--- config.mk ---
export PLATFORM = sky130hd
export DESIGN_NAME = l2_reqs_table
export DESIGN_NICKNAME = d
export VERILOG_FILES = /design/src/rtl/l2_reqs_table.sv
export SDC_FILE = /design/constraint.sdc
export NUM_CORES = 1
export LEC_CHECK = 0
export ABC_AREA = 1
export BUFFER_PORTS_ARGS = -buffer_cell sky130_fd_sc_hd__buf_4
export CORE_ASPECT_RATIO = 0.7
export CORE_MARGIN = 1.5
export CORE_UTILIZATION = 40
export CTS_CLUSTER_DIAMETER = 80
export CTS_CLUSTER_SIZE = 40
export DETAILED_ROUTE_END_ITERATION = 6
export GPL_ROUTABILITY_DRIVEN = 0
export PLACE_DENSITY_LB_ADDON = 0.15
export RECOVER_POWER = 100
export SKIP_LAST_GASP = 1
export SYNTH_ARGS = -nofsm -noshare
export SYNTH_HDL_FRONTEND = slang
export SYNTH_SLANG_ARGS = --single-unit
export TNS_END_PERCENT = 100
--- constraint.sdc ---
create_clock -name clk -period 4.15 [get_ports clk]
set_input_delay 0.6225 -clock clk [delete_from_list [all_inputs] [get_ports clk]]
set_output_delay 0.6225 -clock clk [all_outputs]
set_load 0.1 [all_outputs]
--- src/rtl/l2_reqs_table.sv ---
// L2 outstanding-request table: allocates the lowest free entry, refuses an
// allocation whose set is already in flight, and answers tag/set lookups one cycle later.
module l2_reqs_table #(
  parameter int N_ENTRIES  = 4,
  parameter int TAG_BITS   = 16,
  parameter int SET_BITS   = 8,
  parameter int STATE_BITS = 4,
  localparam int IDX_BITS  = $clog2(N_ENTRIES),
  localparam int CNT_BITS  = $clog2(N_ENTRIES + 1)
) (
  input  logic                  clk,
  input  logic                  rst,
  input  logic                  alloc_valid,
  output logic                  alloc_ready,
  input  logic [TAG_BITS-1:0]   alloc_tag,
  input  logic [SET_BITS-1:0]   alloc_set,
  input  logic [STATE_BITS-1:0] alloc_state,
  output logic [IDX_BITS-1:0]   alloc_idx,
  output logic                  alloc_conflict,
  input  logic                  wr_state_valid,
  input  logic [IDX_BITS-1:0]   wr_state_idx,
  input  logic [STATE_BITS-1:0] wr_state_data,
  input  logic                  lookup_valid,
  input  logic [TAG_BITS-1:0]   lookup_tag,
  input  logic [SET_BITS-1:0]   lookup_set,
  output logic                  lookup_hit,
  output logic [IDX_BITS-1:0]   lookup_idx,
  output logic [STATE_BITS-1:0] lookup_state,
  output logic [CNT_BITS-1:0]   count,
  output logic                  full,
  output logic                  empty
);

  logic [STATE_BITS-1:0] states [N_ENTRIES];
  logic [TAG_BITS-1:0]   tags   [N_ENTRIES];
  logic [SET_BITS-1:0]   sets   [N_ENTRIES];
  logic [N_ENTRIES-1:0]  valid;

  logic                  alloc_fire, alloc_eff, wr_eff, retire;
  logic                  lk_hit;
  logic [IDX_BITS-1:0]   lk_idx;
  logic [STATE_BITS-1:0] lk_state;
  logic [CNT_BITS-1:0]   count_nxt;

  always_comb begin
    for (int i = 0; i < N_ENTRIES; i++) valid[i] = (states[i] != '0);
  end

  // Scan downward so the lowest free index wins; stays 0 when nothing is free.
  always_comb begin
    alloc_idx      = '0;
    alloc_conflict = 1'b0;
    for (int i = N_ENTRIES - 1; i >= 0; i--) begin
      if (!valid[i]) alloc_idx = IDX_BITS'(i);
      if (valid[i] && sets[i] == alloc_set) alloc_conflict = 1'b1;
    end
  end

  assign full        = (count == CNT_BITS'(N_ENTRIES));
  assign empty       = (count == '0);
  assign alloc_ready = !full && !alloc_conflict;
  assign alloc_fire  = alloc_valid && alloc_ready;
  assign alloc_eff   = alloc_fire && (alloc_state != '0);

  // Loop compare keeps out-of-range indices harmless for non-power-of-two sizes.
  always_comb begin
    wr_eff = 1'b0;
    for (int i = 0; i < N_ENTRIES; i++) begin
      if (wr_state_valid && wr_state_idx == IDX_BITS'(i) && valid[i]) wr_eff = 1'b1;
    end
  end

  assign retire = wr_eff && (wr_state_data == '0);

  always_comb begin
    count_nxt = count;
    if (alloc_eff && !retire) count_nxt = count + 1'b1;
    else if (!alloc_eff && retire) count_nxt = count - 1'b1;
  end

  always_comb begin
    lk_hit   = 1'b0;
    lk_idx   = '0;
    lk_state = '0;
    for (int i = 0; i < N_ENTRIES; i++) begin
      if (valid[i] && tags[i] == lookup_tag && sets[i] == lookup_set) begin
        lk_hit   = 1'b1;
        lk_idx   = IDX_BITS'(i);
        lk_state = states[i];
      end
    end
  end

  always_ff @(posedge clk) begin
    if (rst) begin
      for (int i = 0; i < N_ENTRIES; i++) begin
        states[i] <= '0;
        tags[i]   <= '0;
        sets[i]   <= '0;
      end
      count        <= '0;
      lookup_hit   <= 1'b0;
      lookup_idx   <= '0;
      lookup_state <= '0;
    end else begin
      // Alloc only targets invalid entries and wr_state only valid ones, so they never collide.
      for (int i = 0; i < N_ENTRIES; i++) begin
        if (alloc_fire && alloc_idx == IDX_BITS'(i)) begin
          tags[i]   <= alloc_tag;
          sets[i]   <= alloc_set;
          states[i] <= alloc_state;
        end
        if (wr_eff && wr_state_idx == IDX_BITS'(i)) states[i] <= wr_state_data;
      end
      count <= count_nxt;
      if (lookup_valid) begin
        lookup_hit   <= lk_hit;
        lookup_idx   <= lk_idx;
        lookup_state <= lk_state;
      end
    end
  end

endmodule

==> Word-level counts from Yosys, hierarchy flattened <==
Memory sizes are Yosys's and may differ from the RTL's.
Cells that the tools add are included.
{ "classes": {"bitwise_logic": 16, "n_addsub": 2, "eq_ne": 19, "reduce_logical": 48, "n_mux": 67} }
{ "op_table": {"columns": ["operator", "count"], "rows": [
  ["16-bit equality test", 4],
  ["8-bit equality test", 8],
  ["16-bit 2-to-1 mux", 4],
  ["4-bit 2-to-1 mux", 12],
  ["1-bit 2-to-1 mux", 39],
  ["1-bit logical AND", 34],
  ["8-bit 2-to-1 mux", 4],
  ["4-bit nonzero test", 5],
  ["1-bit bitwise OR", 16],
  ["2-bit 2-to-1 mux", 6],
  ["2-bit equality test (second input constant)", 4],
  ["3-bit 2-to-1 mux", 2],
  ["2-bit by 1-bit equality test with 1-bit output (second input constant)", 2],
  ["1-bit zero test", 4],
  ["2-bit zero test", 2],
  ["4-bit zero test", 1],
  ["3-bit by 1-bit adder with 3-bit output (second input constant)", 1],
  ["3-bit equality test (second input constant)", 1],
  ["3-bit zero test", 1],
  ["3-bit by 1-bit subtractor with 3-bit output (second input constant)", 1],
  ["2-bit nonzero test", 1]
]} }
{ "totals": {"ram_bits": 112, "output_inout_bits": 16, "memories": 3, "word_cells": 159, "inputBits": 63, "register_bits": 10} }
{ "memory_table": {"columns": ["name", "words", "word_bits", "rd", "rd_ports_with_merged_regs", "write_ports", "line_no", "rtl"], "rows": [
  ["tags", 4, 16, 4, 0, 4, "35", "logic [TAG_BITS-1:0] tags [N_ENTRIES];"],
  ["sets", 4, 8, 4, 0, 4, "36", "logic [SET_BITS-1:0] sets [N_ENTRIES];"],
  ["states", 4, 4, 4, 0, 4, "34", "logic [STATE_BITS-1:0] states [N_ENTRIES];"]
]} }

==> Depth between registers and ports, before layout <==
An unclocked memory read counts as a cell.
{ "depth": {"word_depth": 16, "ltp_mapped": 17, "ltp_nobuf": 16} }

==> Least setup slack after synthesis <==
Ideal clock, no wire load.
{ "synth_timing": {"path_kind": "reg2reg", "startpoint": "register count[0]", "endpoint": "memory sets[0][0], enable pin", "setup_ns": 0.438, "n_path_buf": 0, "path_stages_with_launch": 6, "period_less_slack_ns": 4.233, "arrival_time_ns": 3.795, "t_required_ns": 3.712, "setup_slack_ns": -0.083, "path_cell_list": "dfxtp_1 or2_2 nor2_1 inv_1 nand3_2 o21ai_0"} }
{ "synth_lines": {"columns": ["item", "line_no", "rtl"], "rows": [
  ["start, declared", "29", "output logic [CNT_BITS-1:0] count,"],
  ["start signal, assigned", "115", "count <= count_nxt;"],
  ["end, declared", "36", null]
]} }

==> results <==
- Of the available clock period, the critical path in the final layout requires 0.812.
- The effective utilization at floorplan is 0.410.
- Once the clock tree was built, the setup fixing pass inserted 0 buffers.
- The detailed router placed 5639 vias in this run.
- The clock-pin slew on the worst setup and hold paths is approximately 0.060 ns.
- The critical path goes through nor2_1 -> nand2_1 -> inv_1 -> nor3_1 -> nand3_1 -> nand2_1 -> nor2_1 -> inv_1 -> clkbuf_1.
- Setup repair after global routing left no endpoint under its margin.
- The time the final worst path needs with I/O delays and setup is around 3.4 ns.
- Pin placement for this block handled 79 I/O pins.
- The top cell type's share of synthesized area is 0.478.
- The filler cells instantiated in the layout total 1673.
- The total wire length is 19900 um.
- The sort of element at the end of the critical path is an output port.
- The setup violation total in the final timing report is 0.
- The die is approximately 160 um wide.
- In this run the worst path has a maximum fanout of 7.
- The final routed DRC violation total is 0.
- The maximum number of pins on one net before global-route repair is 27.
- STA classifies the critical path startpoint as a flop.
- TritonCTS built the clock tree.
- The multi-input combinational cells in the finished layout cover a total of 2810 um^2.
- The first global-routing pass estimated 30300 um of wire.
- The die covers between 15000 and 20000 um^2.
- After the first detailed-routing iteration, the DRC count stood at 539.
- The number of different library cells used by synthesis comes to 34.
- The area of placed instances is a little under 8000 um^2.
- The area of all placed cells without fillers is 8260 um^2.
- The later pin in the worst-skew pair is clocked with a latency of 0.42 ns.
- The number of sinks on the clock net is 122.
- The depth of the worst register-to-register path is 11.
- The flip-flop and latch count after synthesis is roughly 120.
- The share of the Yosys chip area taken by registers is 0.506.
- Clock tree synthesis inserted a total of 17 buffers.
- The clock tree buffer depth is 2.
- The detailed-routing iteration count for the pre-antenna-repair pass is 5.
- The overall power after layout is 3.62 mW.
- The final global-route overflow total is 0.
- The fraction of the core area covered by cells at the end of the flow is 0.481.
- The launching instance or port of the critical path is states[0][3].
- The clock tree skew after final layout is between 0.009 and 0.01 ns.
- The number of antenna violations at the first check in global routing was 0.
- Of the cells placed in the final design, the portion with a size suffix greater than 1 is 0.112.
- The startpoint of the tightest hold check path is lookup_valid.
- The remaining max-slew budget at the tightest pin is 0.207.
- The count of buffers added on input and output ports is 78.
- Compared with the post-synthesis result, the final layout area differs by 17.3%.
- The number of antenna-violating nets in the routed design is 0.
- The standard cell with the maximum stage delay on the critical path is clkbuf_1.
- Dividing the synthesized area by the synthesized cell count gives approximately 8.4 um^2.
- CTS built an H-tree with a depth of 4.
- At the worst endpoint, the required time is around 3.5 ns.
- For this run, the number of Yosys warnings is 0.
- The antenna diode count is 0.
- In this run, post-CTS hold repair placed 0 buffers.
- The worst setup slack for register-to-register paths is 0.88 ns.
- The number of placed instances, taps included, is about 1100.
- The setup TNS is 0 ns.
- The critical path start-end classification is reg2out.
- Registers take 3560 um^2.
- In the synthesized netlist, the number of instances is approximately 840.
- The cell area that synthesis handed to floorplanning was 7040 um^2.
- In this run the worst hold path is classified as in2reg.
- The number of global-route vias before repair is 5214.
- The final count of pins violating max slew is 0.
- The flow ran to the end, and the final reports show no timing, DRC or antenna violations.
- Based on the critical path, the design can be clocked at up to between 0.2 and 0.3 GHz.
- The final instance count without filler cells is 1161.
- The net count of the mapped netlist is about 910.
- After clock tree synthesis, the repair step resized 0 gates.
- For the pin with the worst max-slew slack, the measured transition is 1.19 ns.
- In the routed layout, each cell is associated on average with a via count of approximately 4.9.
- For this design the static power due to leakage is 3.75 nW.
- The worst register-to-register path ends at states[0][0].
- After legalization and detailed placement, the total HPWL measured 14300 um.
- The setup slack after placement is 1.17 ns.
- Measured along the y axis, the die boundary spans 114 um.
- The initialized floorplan defines 40 standard-cell rows.
- On the final layout, the worst hold slack is ~0.44 ns.
- The end point of the worst hold path is lookup_idx[0].
- The worst-case IR drop observed on VDD is 414 uV.
- Sorting the synthesized cells by area gives the leading types as edfxtp_1 (48%), nand2_1 (11%), nor2_1 (7.9%).
- The core region is around 17000 um^2.
- Dividing total power by cell area gives a power density of 439 nW/um^2.
- The largest single stage delay on the critical path is 0.86 ns.
- The number of instances on the worst hold path is 2.
- Data on the critical path arrives at its endpoint at 2.75 ns.
- The count of nets after finishing is 982.
- The final worst-path setup slack is just under 0.8 ns.
- The CTS root buffer is clkbuf_16.
- In the final routed layout, each cell accounts on average for 17.2 um.
- The cell accounting for the most synthesized area is edfxtp_1.
- The total count of hold-check failures in the final report is 0.
- The count of max-cap constraint violations is 0.
- For this run, the total global-route usage over all layers was measured as 0.227.
- The worst reg2reg path startpoint is states[0][3].
==> Yosys cell counts <==
cell type	n
o22ai_1	5
clkbuf_1	12
fa_1	1
nor3_1	7
a31oi_1	1
ha_1	1
or2_2	4
or2_0	1
xnor2_1	55
nand2_1	212
nand4_1	10
a21oi_1	17
o21ai_0	14
nor2_1	149
nand2_2	2
buf_6	6
nand3_1	44
xor2_1	28
nand3b_1	7
inv_2	3
dfxtp_1	10
clkbuf_8	2
nor2_4	5
nor4_1	4
inv_1	115
nor2_2	1
clkinv_1	2
clkbuf_2	4
buf_2	2
edfxtp_1	112
and3_1	1
nand3_2	2
o311ai_0	1
nand2_4	1
==> cells by family after synthesis <==
| family | after synthesis | synth area share |
|---|---|---|
| simple gates | 450 | 0.269 |
| flops | 122 | 0.506 |
| compound gates | 38 | 0.0286 |
| fa+ha+maj | 2 | 0.00462 |
| xor+xnor | 83 | 0.103 |
| buf+inv | 146 | 0.0882 |
==> power by group <==
part / switching [mW] / internal, mW
clock network: 0.549 / 0.934
registers: 0.0573 / 1.46
logic: 0.445 / 0.184
==> metal layers <==
layer	GRT usage	part of all wire
met1	0.355	0.51
met2	0.310	0.39
met3	0.0520	0.094
met4	0.0599	0.0054
met5	0	0
==> critical path: cells and delay by family (launching register included) <==
kind,cells,cell delay (ns)
buffers and inverters,3,1.15
flip-flops,1,0.38
AND/OR/NAND/NOR,6,0.79
==> cell type report <==
| cell class | instances | share of cell area |
|---|---|---|
| well taps | 231 | 0.0350 |
| clock inverters | 14 | 0.0186 |
| clock buffers | 18 | 0.0520 |
| flip-flops and latches | 122 | 0.432 |
| multi-input cells | 573 | 0.341 |
| repair buffers | 83 | 0.0677 |
| inverters | 120 | 0.0545 |
==> registers in the layout (all words and copies together) (netlist names) <==
signal / flops
tags: 64
sets: 32
states: 16
lookup_state: 4
count: 3
lookup_idx: 2
lookup_hit: 1
==> worst max path at each step <==
| stage | to | slack, ns | cells after the start |
|---|---|---|---|
| 2_1_floorplan | alloc_ready | 0.09 | 3 |
| 3_3_place_gp | states[0][0] | 1.22 | 12 |
| 3_5_place_dp | states[0][1] | 1.17 | 12 |
| 4_1_cts | alloc_ready | 1.25 | 10 |
| 5_1_grt | states[0][1] | 0.63 | 11 |
| 6_report | alloc_conflict | 0.78 | 9 |
==> placed cells by master, fill, tap and decap left out, drive strengths merged <==
cell type	Yosys	layout
xnor2	55	55
inv	118	119
o22ai	5	5
nand2	215	215
clkbuf	18	36
bufinv	0	3
nor4	4	4
clkinv	2	9
a21oi	17	17
nand3b	7	7
dfxtp	10	10
xor2	28	28
o311ai	1	1
ha	1	1
or2	5	5
buf	8	65
nand3	46	46
and3	1	1
o21ai	14	14
clkinvlp	0	3
fa	1	1
edfxtp	112	112
nor3	7	7
nor2	155	155
a31oi	1	1
nand4	10	10
Note: power is estimated with default switching activity, not from simulation.
